<file path="src/rtl/disp_filter_pkg.sv">
// disp_filter_pkg: shared widths and the divider pipeline payload
// for the disparity normalizer.
package disp_filter_pkg;
    localparam int disp_w = 5;
    localparam int conf_w = 8;
    localparam int num_w  = 8 + disp_w;
    localparam int rem_w  = num_w + 1;

    typedef struct packed {
        logic [rem_w-1:0]  rem;
        logic [conf_w-1:0] d;
        logic [disp_w-1:0] q;
        logic [conf_w-1:0] conf;
        logic              sat;
        logic              zero;
        logic              valid;
    } stage_t;
endpackage

</file>
<file path="src/rtl/div_stage.sv">
// div_stage: one registered restoring-division step resolving quotient bit j.
module div_stage
    import disp_filter_pkg::*;
#(
    parameter int j = 0
) (
    input  logic   clk,
    input  logic   reset_n,
    input  stage_t src,
    output stage_t dst
);
    logic [rem_w-1:0] dj;
    logic             ge;
    stage_t           step;

    assign dj = rem_w'(src.d) << j;
    assign ge = src.rem >= dj;

    always_comb begin
        step      = src;
        step.rem  = ge ? src.rem - dj : src.rem;
        step.q[j] = ge;
    end

    always_ff @(posedge clk) begin
        dst       <= step;
        dst.valid <= reset_n && src.valid;
    end
endmodule

</file>
<file path="src/rtl/disp_conf_normalizer.sv">
// disp_conf_normalizer: divides smoothed disp*conf by conf per pixel, rounds and
// saturates the result, flags low confidence and frames the stream into lines.
module disp_conf_normalizer
    import disp_filter_pkg::*;
#(
    parameter int disp_bits   = disp_w,
    parameter int line_len    = 120,
    parameter int conf_thresh = 8
) (
    input  logic                          clk,
    input  logic                          reset_n,
    input  logic [8+disp_bits-1:0]        disp_conf_in,
    input  logic [7:0]                    conf_in,
    input  logic                          in_valid,
    output logic [disp_bits-1:0]          disp_out,
    output logic [7:0]                    conf_out,
    output logic                          low_conf,
    output logic                          out_valid,
    output logic                          out_sol,
    output logic                          out_eol,
    output logic [$clog2(line_len+1)-1:0] line_low_count
);
    localparam int cnt_w = $clog2(line_len + 1);

    stage_t           s0;
    stage_t           pipe [1:disp_bits];
    stage_t           last;
    logic [rem_w-1:0] n;
    logic [cnt_w-1:0] col;
    logic [cnt_w-1:0] acc;
    logic [cnt_w-1:0] acc_next;
    logic             low;
    logic             eol;

    // Adding conf/2 before the truncating divide gives round-half-up.
    assign n = rem_w'(disp_conf_in) + rem_w'(conf_in >> 1);

    always_ff @(posedge clk) begin
        s0.rem   <= n;
        s0.d     <= conf_in;
        s0.q     <= '0;
        s0.conf  <= conf_in;
        s0.sat   <= n >= (rem_w'(conf_in) << disp_bits);
        s0.zero  <= conf_in == '0;
        s0.valid <= reset_n && in_valid;
    end

    for (genvar k = 1; k <= disp_bits; k++) begin : g_div
        if (k == 1) begin : g_first
            div_stage #(.j(disp_bits - k)) u_stage (
                .clk    (clk),
                .reset_n(reset_n),
                .src    (s0),
                .dst    (pipe[k])
            );
        end else begin : g_next
            div_stage #(.j(disp_bits - k)) u_stage (
                .clk    (clk),
                .reset_n(reset_n),
                .src    (pipe[k-1]),
                .dst    (pipe[k])
            );
        end
    end

    assign last     = pipe[disp_bits];
    assign low      = last.zero || last.conf < conf_w'(conf_thresh);
    assign eol      = col == cnt_w'(line_len - 1);
    assign acc_next = acc + cnt_w'(low);

    always_ff @(posedge clk) begin
        if (!reset_n || !last.valid) begin
            out_valid <= 1'b0;
            disp_out  <= '0;
            conf_out  <= '0;
            low_conf  <= 1'b0;
            out_sol   <= 1'b0;
            out_eol   <= 1'b0;
        end else begin
            out_valid <= 1'b1;
            disp_out  <= last.zero ? '0 : last.sat ? '1 : last.q;
            conf_out  <= last.conf;
            low_conf  <= low;
            out_sol   <= col == '0;
            out_eol   <= eol;
        end
    end

    // The eol pixel's own flag is included before the accumulator clears.
    always_ff @(posedge clk) begin
        if (!reset_n) begin
            col            <= '0;
            acc            <= '0;
            line_low_count <= '0;
        end else if (last.valid) begin
            col <= eol ? '0 : col + 1'b1;
            acc <= eol ? '0 : acc_next;
            if (eol)
                line_low_count <= acc_next;
        end
    end
endmodule

</file>
<file path="config.mk">
export PLATFORM = sky130hd
export DESIGN_NAME = disp_conf_normalizer
export DESIGN_NICKNAME = d
export VERILOG_FILES = /design/src/rtl/disp_filter_pkg.sv /design/src/rtl/div_stage.sv /design/src/rtl/disp_conf_normalizer.sv
export SDC_FILE = /design/constraint.sdc
export NUM_CORES = 1
export LEC_CHECK = 0
export BUFFER_PORTS_ARGS = -buffer_cell sky130_fd_sc_hd__buf_4
export CAP_MARGIN = 40
export CORE_ASPECT_RATIO = 1.2
export CORE_MARGIN = 3
export CORE_UTILIZATION = 54
export CTS_CLUSTER_SIZE = 20
export DETAILED_ROUTE_END_ITERATION = 8
export PLACE_DENSITY = 0.81
export SLEW_MARGIN = 25
export SYNTH_ARGS = -nofsm -noshare
export SYNTH_HDL_FRONTEND = slang
export SYNTH_SLANG_ARGS = --single-unit
export TNS_END_PERCENT = 5
</file>
<file path="constraint.sdc">
create_clock -name clk -period 7.8 [get_ports clk]
set_clock_uncertainty 0.15 [all_clocks]
set_input_delay 1.56 -clock clk [delete_from_list [all_inputs] [get_ports clk]]
set_output_delay 1.56 -clock clk [all_outputs]
set_load 0.01 [all_outputs]
</file>
== Word-level counts from Yosys, hierarchy flattened ==
Cells that the tools add are included.
Cells by class
  add/subtract/negate cells: 7
  order comparisons: 7
  eq/ne operators: 1
  mux-type cells: 8
  reductions and logical operators: 14
Operator list (number)
  two-way mux 14 bit: 4
  adder 13 x 7 -> 14 bit: 1
  >= comparator 14 x 10 -> 1 bit: 1
  >= comparator 14 x 11 -> 1 bit: 1
  >= comparator 14 x 12 -> 1 bit: 1
  >= comparator 14 x 13 -> 1 bit: 1
  >= comparator 14 x 8 -> 1 bit: 1
  >= comparator 14 x 9 -> 1 bit: 1
  two-way mux 7 bit: 2
  subtractor 14 x 10 -> 14 bit: 1
  subtractor 14 x 11 -> 14 bit: 1
  subtractor 14 x 12 -> 14 bit: 1
  subtractor 14 x 9 -> 14 bit: 1
  zero test 8 bit: 1
  less-than comparator 8 x 4 -> 1 bit (second input constant): 1
  adder 7 x 1 -> 7 bit: 1
  adder 7 x 1 -> 7 bit (second input constant): 1
  == test 7 bit (second input constant): 1
  zero test 7 bit: 1
  logical AND 1 bit: 6
  two-way mux 5 bit: 1
  zero test 1 bit: 2
  logical OR 1 bit: 2
  AND reduction 2 bit: 1
  other kinds (2): 2
Storage, ports and cells
  register bits after elaboration: 189
  input bits: 24
  output and inout bits: 24
  logic and storage cells: 80

== Longest topological paths before layout ==
Gate-level depths: netlist (run 1).
  depth in word-level cells: 4
  mapped depth: 14
  mapped depth without buffers: 14

== Modules after synthesis ==
A second synthesis (run 1) with hierarchy kept.
Second synthesis, totals
  cell total of the unflattened synthesis: 871
  area, all modules: 9521.6 um^2
By module, submodules not included
  disp_conf_normalizer: instances 1, cells an instance 264, area an instance 2575.0 um^2, sequential area each 1261.2 um^2
  div_stage at g_div[5].g_next.u_stage: instances 1, cells an instance 134, area an instance 1448.9 um^2, sequential area each 760.7 um^2
  div_stage at g_div[4].g_next.u_stage: instances 1, cells an instance 120, area an instance 1438.9 um^2, sequential area each 760.7 um^2
  div_stage at g_div[2].g_next.u_stage: instances 1, cells an instance 117, area an instance 1388.8 um^2, sequential area each 760.7 um^2
  div_stage at g_div[1].g_first.u_stage: instances 1, cells an instance 115, area an instance 1342.5 um^2, sequential area each 760.7 um^2
  div_stage at g_div[3].g_next.u_stage: instances 1, cells an instance 121, area an instance 1327.5 um^2, sequential area each 760.7 um^2

== Least setup slack after synthesis (run 1) ==
Ideal clock, no wire load.
  kind: input -> register
  start point: input disp_conf_in[0]
  end point: register s0[2] (netlist name)
  setup time: 0.127 ns
  arrival: 3.996 ns
  data required time: 7.523 ns
  path slack: 3.527 ns
  stages: 12
  buffers on the path: 0
  path through: ha_1 > fa_1 > a21o_1 > a21oi_1 > o21ai_0 > o2111ai_1 > xnor2_1 > ha_1 > a21o_1 > a211oi_1 > o21ai_0 > or3_1
Between the ends
  word-level cells in the longest chain between the ends: 2
RTL lines
  start, declared: RTL line disp_conf_normalizer.sv:12  | input logic [8+disp_bits-1:0] disp_conf_in,
  adder 13 x 7 -> 14 bit: RTL line disp_conf_normalizer.sv:36  | assign n = rem_w'(disp_conf_in) + rem_w'(conf_in >> 1);
  net n[8]: RTL line disp_conf_normalizer.sv:28  | logic [rem_w-1:0] n;
  >= comparator 14 x 13 -> 1 bit: RTL line disp_conf_normalizer.sv:43  | s0.sat <= n >= (rem_w'(conf_in) << disp_bits);
  end, declared: RTL line disp_conf_normalizer.sv:25  | stage_t s0;
The timed path passes the listed nets, and every way through them passes these cells.
A chain may end at the register's enable or synchronous reset.

== Worst setup path in the final report (run 1) ==
  start point: input conf_in[1]
  end point: register s0[2] (netlist name)
Between the ends
  word-level cells in the longest chain between the ends: 2
RTL lines
  start, declared: RTL line disp_conf_normalizer.sv:13  | input logic [7:0] conf_in,
  adder 13 x 7 -> 14 bit: RTL line disp_conf_normalizer.sv:36
  net n[8]: RTL line disp_conf_normalizer.sv:28
  >= comparator 14 x 13 -> 1 bit: RTL line disp_conf_normalizer.sv:43
The timed path passes the listed nets, and every way through them passes these cells.

==> results of run 1 <==
power groups by stage:
stage	clock, µW	sequential (µW)	combinational [µW]
final	852	1230	767
after global placement	0	1240	715
after detailed placement	0	1250	757
after global routing	911	1240	867
after floorplan	0	1220	619
after CTS	870	1230	768
area by class of cell:
type / count / area, µm² / share of cell area
timing repair buffer: 48 / 360 / 0.0415
sequential: 189 / 3780 / 0.436
tap: 168 / 210 / 0.0242
clock buffer: 18 / 439 / 0.0506
inverter: 66 / 248 / 0.0286
multi-input combinational: 475 / 3480 / 0.401
clock inverter: 14 / 159 / 0.0183
worst max-delay path, stage by stage:
cell and delay [ps]:
buf_4 130, ha_1 220, fa_1 430, a21o_1 210, a21oi_1 300, o21ai_0 130
o2111ai_1 200, xnor2_1 210, ha_1 290, a21o_1 160, a211oi_1 250, o21ai_0 110
or3_1 340
per-layer routing:
layer | part of all wire | GRT usage
met2 | 0.55 | 0.367
met1 | 0.39 | 0.195
met4 | 0.032 | 0.104
met3 | 0.033 | 0.0411
met5 | 0 | 0
worst max-delay path by stage:
stage                     slack (ps)    end
after floorplan                 3530  s0[2]
final                           3420  s0[2]
after CTS                       3470  s0[2]
after global routing            3280  s0[2]
after global placement          3210  s0[2]
after detailed placement        3000  s0[2]
stage by stage:
step	cell area, µm²	hold WS (ps)	cells	power (µW)
after floorplan	7560	160	741	1840
after global placement	8080	160	946	1950
after detailed placement	8080	163	946	2000
after CTS	8680	175	978	2860
after global routing	8680	180	978	3020
final	8680	174	978	2840
Yosys cell counts (5+ instances only):
library cell,instances
o21a_1,14
nand2_1,42
nor2b_1,16
a211oi_1,6
xor2_1,15
and2_1,14
clkbuf_1,6
mux2i_1,8
and3_1,12
nor2_1,58
inv_1,66
fa_1,5
o21ai_0,35
o211a_1,6
dfxtp_1,189
nand4_1,6
mux2_2,10
xnor2_1,26
nand3_1,9
a21oi_1,31
nor3_1,13
nand2b_1,12
ha_1,59
a21o_1,10
kinds of logic after synthesis:
| kind of cell | share of synthesized area |
|---|---|
| simple gates | 0.154 |
| flops | 0.500 |
| compound gates | 0.119 |
| buf+inv | 0.0400 |
| fa+ha+maj | 0.111 |
| xor+xnor | 0.0475 |
| mux | 0.0285 |
sequential cells by signal, summed over array words and instances, names as in the netlist:
register,count
g_div.g_next.u_stage.dst,100
g_div.g_first.u_stage.dst,26
s0,25
conf_out,8
acc,7
col,7
line_low_count,7
disp_out,5
low_conf,1
out_eol,1
out_sol,1
out_valid,1
==> reports/qor.yml, run 1 <==
status: "finished, final reports clean"
yosysSeqAreaShare: 0.500
finalNetCount: 885
wire_per_inst_um: 14.4
cts_buffers: 17
start_util: 0.562
relSlewSlack: 0.510
p_sw_frac: 0.301
powerDensity_nw_per_um2: 328
viasPerCell: 5.37
syn_to_final_growth_pct: 14.7
grt.overflow.total: 0
p_leak_uw: 0.00394
power.share.clock: 0.299
critical_path_class: "input port to flop"
io_pins: 48
setup_viol: 0
drt_iter0_drc: 273
arrival_ps: 4540
min-delay-start: "g_div[3].g_next.u_stage.dst[1]"
synth.area.top_cells: "dfxtp_1 50%, ha_1 9.8%, inv_1 3.3%"
synthDistinctLibCells: 62
num_antenna_cells: 0
cts-htree-levels: 4
grt_pass1_wl_um: 24000
reg2reg_depth: 9
hpwl_um: 10800
critPathLaunch: "conf_in[1]"
clkTransAtPathRegs_ps: 70
clkSinkCount: 189
maxCapViolations: 0
hold_end: "g_div[4].g_next.u_stage.dst[1]"
cts_tree: "yes"
drc: 0
ir_worst_vdd_mv: 0.238
async_flop_share: 0
globalplace.congestion: 0.887
yosysWarnings: 0
firstDrtPassIters: 5
fp.dieW_um: 114
slew_violations: 0
layout_common_cells: "189 x dfxtp_1, 66 x inv_1, 59 x ha_1"
fillers: 1061
die_h_um: 136
die_area_um2: 15500
cts_resized: 0
holdBufCountCts: 0
grt_setup_unrepaired: "false"
p_int_uw: 1990
finalCritPeriodShare: 0.561
crit_path_end_kind: "flop"
yosysTopAreaCellShare: 0.500
synth_largest_area_cell: "dfxtp_1"
final_util: 0.644
grt_max_degree: 35
setup_tns_ps: 0
cp_max_fo: 4
layout_setup_ws_ps: 3420
cp-start-kind: "input port"
port_buffers: 47
hp-class: "flop to flop"
syn_inst: 741
final_common_cell: "dfxtp_1"
insertion_delay_ps: 430
hold_viol: 0
fin_crit_ps: 4380
clockRootBuffer: "clkbuf_16"
core_area_um2: 13500
worstMarginPinSlew_ps: 728
clockBufferDepth: 2
netlist_area_um2: 7560
r2r-start: "g_div[5].g_next.u_stage.dst[8]"
combPwrFrac: 0.270
synth.ff_latch_count: 189
synth_flop_cell: "dfxtp_1"
synth_edf_count: 0
required_ps: 7970
rrSetupSlack_ps: 5170
dp_slack_ps: 3000
cts_setup_buffers: 0
fmax_ghz: 0.229
vias: 5254
num_rows: 46
syn_nets: 829
syn_avg_cell_area_um2: 10.2
r2r_end: "acc[6]"
grt_antenna_before_repair: 0
wl_um: 14100
power_frac_seq: 0.431
grt_usage: 0.194
drive_above_1_share: 0.130
grt_pass1_vias: 5442
switching_power_uw: 857
final_antenna_net_count: 0
min_path_cells: 0
Power figures use the tool's default switching activity.
==> run 2: changes to the inputs <==
--- a/config.mk
+++ b/config.mk
@@ -12,7 +12,7 @@
 export CORE_UTILIZATION = 54
 export CTS_CLUSTER_SIZE = 20
 export DETAILED_ROUTE_END_ITERATION = 8
-export PLACE_DENSITY = 0.81
+export PLACE_DENSITY = 0.84
 export SLEW_MARGIN = 25
 export SYNTH_ARGS = -nofsm -noshare
 export SYNTH_HDL_FRONTEND = slang
==> constraint.sdc (replaced) <==
create_clock -name clk -period 4 [get_ports clk]
set_clock_uncertainty 0.15 [all_clocks]
set_input_delay 0.8 -clock clk [delete_from_list [all_inputs] [get_ports clk]]
set_output_delay 0.8 -clock clk [all_outputs]
set_load 0.01 [all_outputs]
==> run 2 against run 1 <==
Critical path depth unchanged; routed wire length down 7.1%; count of clock-buffer cells in the layout up 1; first-iteration DRC count down 14%; sequential share of layout area down 0.29 points; combinational power up 94%.
==> reports/qor.yml, run 2 (same netlist as run 1, synthesis figures left out) <==
largest_reg_flops: 100
setup_tns_ps: 0
final_common_cell: "dfxtp_1"
setup_viol: 0
critical_path_class: "input port to flop"
final_antenna_net_count: 0
crit_chain: "buf_4, ha_1, fa_1, a21o_1, a21oi_1, o21ai_0, o2111ai_1, xnor2_1, ha_1, a21o_1, a211oi_1, o21ai_0, or3_1"
drc: 0
p_leak_uw: 0.00396
clkSinkCount: 189
ir_worst_vdd_mv: 0.379
grt.overflow.total: 0
cts-htree-levels: 4
cts_setup_buffers: 0
port_buffers: 47
core_area_um2: 13500
start_util: 0.562
cp-start-kind: "input port"
relSlewSlack: 0.508
grt_antenna_before_repair: 0
reg_top3: "g_div.g_next.u_stage.dst (100), g_div.g_first.u_stage.dst (26), s0 (25)"
grt_usage: 0.180
cpLargestDelayFamily: "compound AO/OA/AOI/OAI gates"
drt_iter0_drc: 234
worstMarginPinSlew_ps: 727
required_ps: 4170
insertion_delay_ps: 430
layout_common_cells: "189 x dfxtp_1, 66 x inv_1, 59 x ha_1"
num_antenna_cells: 0
drive_above_1_share: 0.128
clockRootBuffer: "clkbuf_16"
clkTransAtPathRegs_ps: 70
finalNetCount: 885
path_buf_inv: 1
slowest_stage: "fa_1"
crit_path_end_kind: "flop"
syn_to_final_growth_pct: 15.5
cts_resized: 0
fin_crit_ps: 3470
cts_tree: "yes"
viasPerCell: 5.33
maxCapViolations: 0
grt_setup_unrepaired: "false"
fmax_ghz: 0.289
fp.dieW_um: 114
holdBufCountCts: 0
hold_ws_ps: 173
grt_max_degree: 35
vias: 5217
grt_pass1_vias: 5134
die_area_um2: 15500
io_pins: 48
cp_slowest_stage_delay_ps: 400
arrival_ps: 3640
status: "finished, final reports clean"
num_rows: 46
slew_violations: 0
grt_pass1_wl_um: 22200
firstDrtPassIters: 5
finalCritPeriodShare: 0.867
globalplace.congestion: 0.899
wire_per_inst_um: 13.4
cts_buffers: 17
clockBufferDepth: 2
die_h_um: 136
hold_viol: 0
cp_max_fo: 4
largest-register: "g_div.g_next.u_stage.dst"
hpwl_um: 9670
powerDensity_nw_per_um2: 653
wl_um: 13100
hp-class: "flop to flop"
## run 2: changes by cell type in the layout (fill, tap and decap cells not counted)
cell	change
clkbuf_1	+1
inv_6	-3
clkinv_4	-2
bufinv_16	+3
clkinvlp_4	+1
## run 2: layer usage
layer	vias to the layer above	global-route usage	share of wire
met1	2416	0.177	0.39
met5	-	0	0
met4	0	0.117	0.049
met3	41	0.0335	0.032
li1	2653	-	-
met2	107	0.339	0.53
## run 2: cell type report
class | instances | area (µm²)
Clock buffer | 19 | 443
Clock inverter | 13 | 213
Fill cell | 1029 | 4730
Inverter | 66 | 248
Multi-Input combinational cell | 475 | 3480
Sequential cell | 189 | 3780
Tap cell | 168 | 210
Timing Repair Buffer | 48 | 360
## run 2: worst paths after layout
check / from / endpoint / slack (ps) / cells after the start
worst min register to register: g_div[4].g_next.u_stage.dst[14] / g_div[5].g_next.u_stage.dst[14] / 170 / 0
worst max-delay path: conf_in[1] / s0[2] / 530 / 13
worst max register to register: g_div[3].g_next.u_stage.dst[23] / g_div[4].g_next.u_stage.dst[35] / 1290 / 8
worst min-delay path: g_div[4].g_next.u_stage.dst[14] / g_div[5].g_next.u_stage.dst[14] / 170 / 0
## run 2: report_power, final
group	total (µW)	switching (µW)	leakage [µW]	internal [µW]
registers	2390	172	0.00157	2220
logic	1490	780	0.00208	705
clock network	1820	694	0.000310	1130
total	5700	1650	0.00396	4050
## run 2: per-stage QoR
| step | util | std cells | instance area [µm²] | total power, µW | setup slack [ps] |
|---|---|---|---|---|---|
| finish | 0.648 | 978 | 8730 | 5700 | 534 |
| global route | 0.648 | 978 | 8730 | 6040 | 362 |
| CTS | 0.648 | 978 | 8730 | 5730 | 533 |
| detailed placement | 0.600 | 946 | 8080 | 3890 | 69.0 |
| global placement | 0.600 | 946 | 8080 | 3830 | 159 |
| floorplan | - | 741 | 7560 | 3590 | 487 |
==> run 3: changes to the inputs <==
--- a/config.mk
+++ b/config.mk
@@ -7,12 +7,13 @@
 export LEC_CHECK = 0
 export BUFFER_PORTS_ARGS = -buffer_cell sky130_fd_sc_hd__buf_4
 export CAP_MARGIN = 40
-export CORE_ASPECT_RATIO = 1.2
+export CORE_ASPECT_RATIO = 0.9
 export CORE_MARGIN = 3
 export CORE_UTILIZATION = 54
 export CTS_CLUSTER_SIZE = 20
 export DETAILED_ROUTE_END_ITERATION = 8
 export PLACE_DENSITY = 0.84
+export RECOVER_POWER = 100
 export SLEW_MARGIN = 25
 export SYNTH_ARGS = -nofsm -noshare
 export SYNTH_HDL_FRONTEND = slang
==> run 3 against run 2 <==
The run now ends with max-capacitance violations, max-slew violations left; via count up 1.1%; critical endpoint unchanged; flip-flop and latch count did not move; non-clock buffer count unchanged; combinational power about the same; final cell count decreased by 0.10%; die area barely moved; utilization shrank 1.7 points; first-iteration DRC count rose by 56%.
==> reports/qor.yml, run 3 (same netlist as run 1, synthesis figures left out) <==
status: "finished with violations"
violations: "max-capacitance violations, max-slew violations"
rrSetupSlack_ps: 630
drive_above_1_share: 0.0803
cts_resized: 0
num_rows: 40
setup_tns_ps: 0
hold_ws_ps: 177
relSlewSlack: -0.179
grt.overflow.total: 0
insertion_delay_ps: 430
cp-start-kind: "input port"
num_antenna_cells: 0
grt_usage: 0.190
largest-register: "g_div.g_next.u_stage.dst"
arrival_ps: 3780
largest_reg_flops: 100
hp-class: "flop to flop"
worstMarginPinSlew_ps: 1750
fmax_ghz: 0.276
syn_to_final_growth_pct: 12.8
final_common_cell: "dfxtp_1"
vias: 5276
cp_max_fo: 4
core_area_um2: 13500
cts-htree-levels: 4
firstDrtPassIters: 7
hold_viol: 0
cts_buffers: 17
min-delay-start: "g_div[3].g_next.u_stage.dst[2]"
globalplace.congestion: 0.873
p_leak_uw: 0.00380
viasPerCell: 5.40
clockRootBuffer: "clkbuf_16"
grt_max_degree: 35
layout_common_cells: "189 x dfxtp_1, 66 x inv_1, 59 x ha_1"
slew_violations: 30
final_antenna_net_count: 0
cp_slowest_stage_delay_ps: 420
port_buffers: 47
cts_tree: "yes"
wl_met1_um: 5900
grt_pass1_wl_um: 23800
fp.dieW_um: 131
finalNetCount: 885
grt_antenna_before_repair: 0
required_ps: 4160
finalCritPeriodShare: 0.905
powerDensity_nw_per_um2: 658
grt_pass1_vias: 5323
hpwl_um: 9850
wl_um: 13800
fin_crit_ps: 3620
slowest_stage: "fa_1"
drt_iter0_drc: 365
io_pins: 48
reg_top3: "g_div.g_next.u_stage.dst (100), g_div.g_first.u_stage.dst (26), s0 (25)"
clockBufferDepth: 2
setup_viol: 0
start_util: 0.560
ir_worst_vdd_mv: 0.386
clkTransAtPathRegs_ps: 60
die_h_um: 118
grt_setup_unrepaired: "false"
dr_wl_met3_um: 614
critical_path_class: "input port to flop"
critPathLaunch: "conf_in[1]"
wire_per_inst_um: 14.2
crit_path_end_kind: "flop"
die_area_um2: 15500
maxCapViolations: 2
drc: 0
wl_met2_um: 6960
holdBufCountCts: 0
clkSinkCount: 189
crit_chain: "clkbuf_1, ha_1, fa_1, a21o_1, a21oi_1, o21ai_0, o2111ai_1, xnor2_1, ha_1, a21o_1, a211oi_1, o21ai_0, or3_1"
r2r-start: "g_div[2].g_next.u_stage.dst[26]"
routed.top_layer: "met4"
cts_setup_buffers: 0
[run 3: cell types whose count changed in the layout (fill, tap and decap cells not counted), sizes merged]
cell	before	now
buf	48	15
bufinv	5	4
clkbuf	19	52
clkinv	3	1
clkinvlp	3	4
inv	68	69
[run 3: metrics by stage]
stage / std cells / instance area, µm² / util / total power, µW / setup slack [ps]
floorplan: 741 / 7560 / - / 3590 / 487
global placement: 945 / 8070 / 0.597 / 3830 / 173
detailed placement: 945 / 8070 / 0.597 / 3890 / 45.2
CTS: 976 / 8700 / 0.644 / 5660 / 490
global route: 977 / 8530 / 0.631 / 5950 / 182
finish: 977 / 8530 / 0.631 / 5610 / 379
[run 3: final timing paths]
path | endpoint | depth (start not counted)
worst max-delay path | s0[2] | 13
worst min-delay path | g_div[4].g_next.u_stage.dst[2] | 0
worst max register to register | g_div[3].g_next.u_stage.dst[37] | 9
worst min register to register | g_div[4].g_next.u_stage.dst[2] | 0
[run 3: cell type report]
class | count | area, µm²
Fill cell | 1070 | 4990
Sequential cell | 189 | 3780
Multi-Input combinational cell | 475 | 3420
Clock buffer | 19 | 443
Inverter | 66 | 248
Timing Repair Buffer | 48 | 240
Tap cell | 168 | 210
Clock inverter | 12 | 184
[run 3: report_power, final]
group	switching [µW]	total [µW]	internal (µW)
clock network	686	1750	1070
logic	764	1460	695
registers	180	2400	2220
total	1630	5610	3980
[run 3: critical path, delay by kind of cell]
| kind | cells | cell delay, ps |
|---|---|---|
| AOI/OAI and AO/OA | 7 | 1350 |
| xor gates and xnor gates | 1 | 190 |
| adders and majority gates | 3 | 960 |
| buffers and inverters | 1 | 130 |
| and+or+nand+nor | 1 | 350 |
[run 3: routing by layer]
layer,up-vias,global-route usage
li1,2651,-
met1,2460,0.220
met2,136,0.332
met3,29,0.0493
met4,0,0.0733
met5,-,0
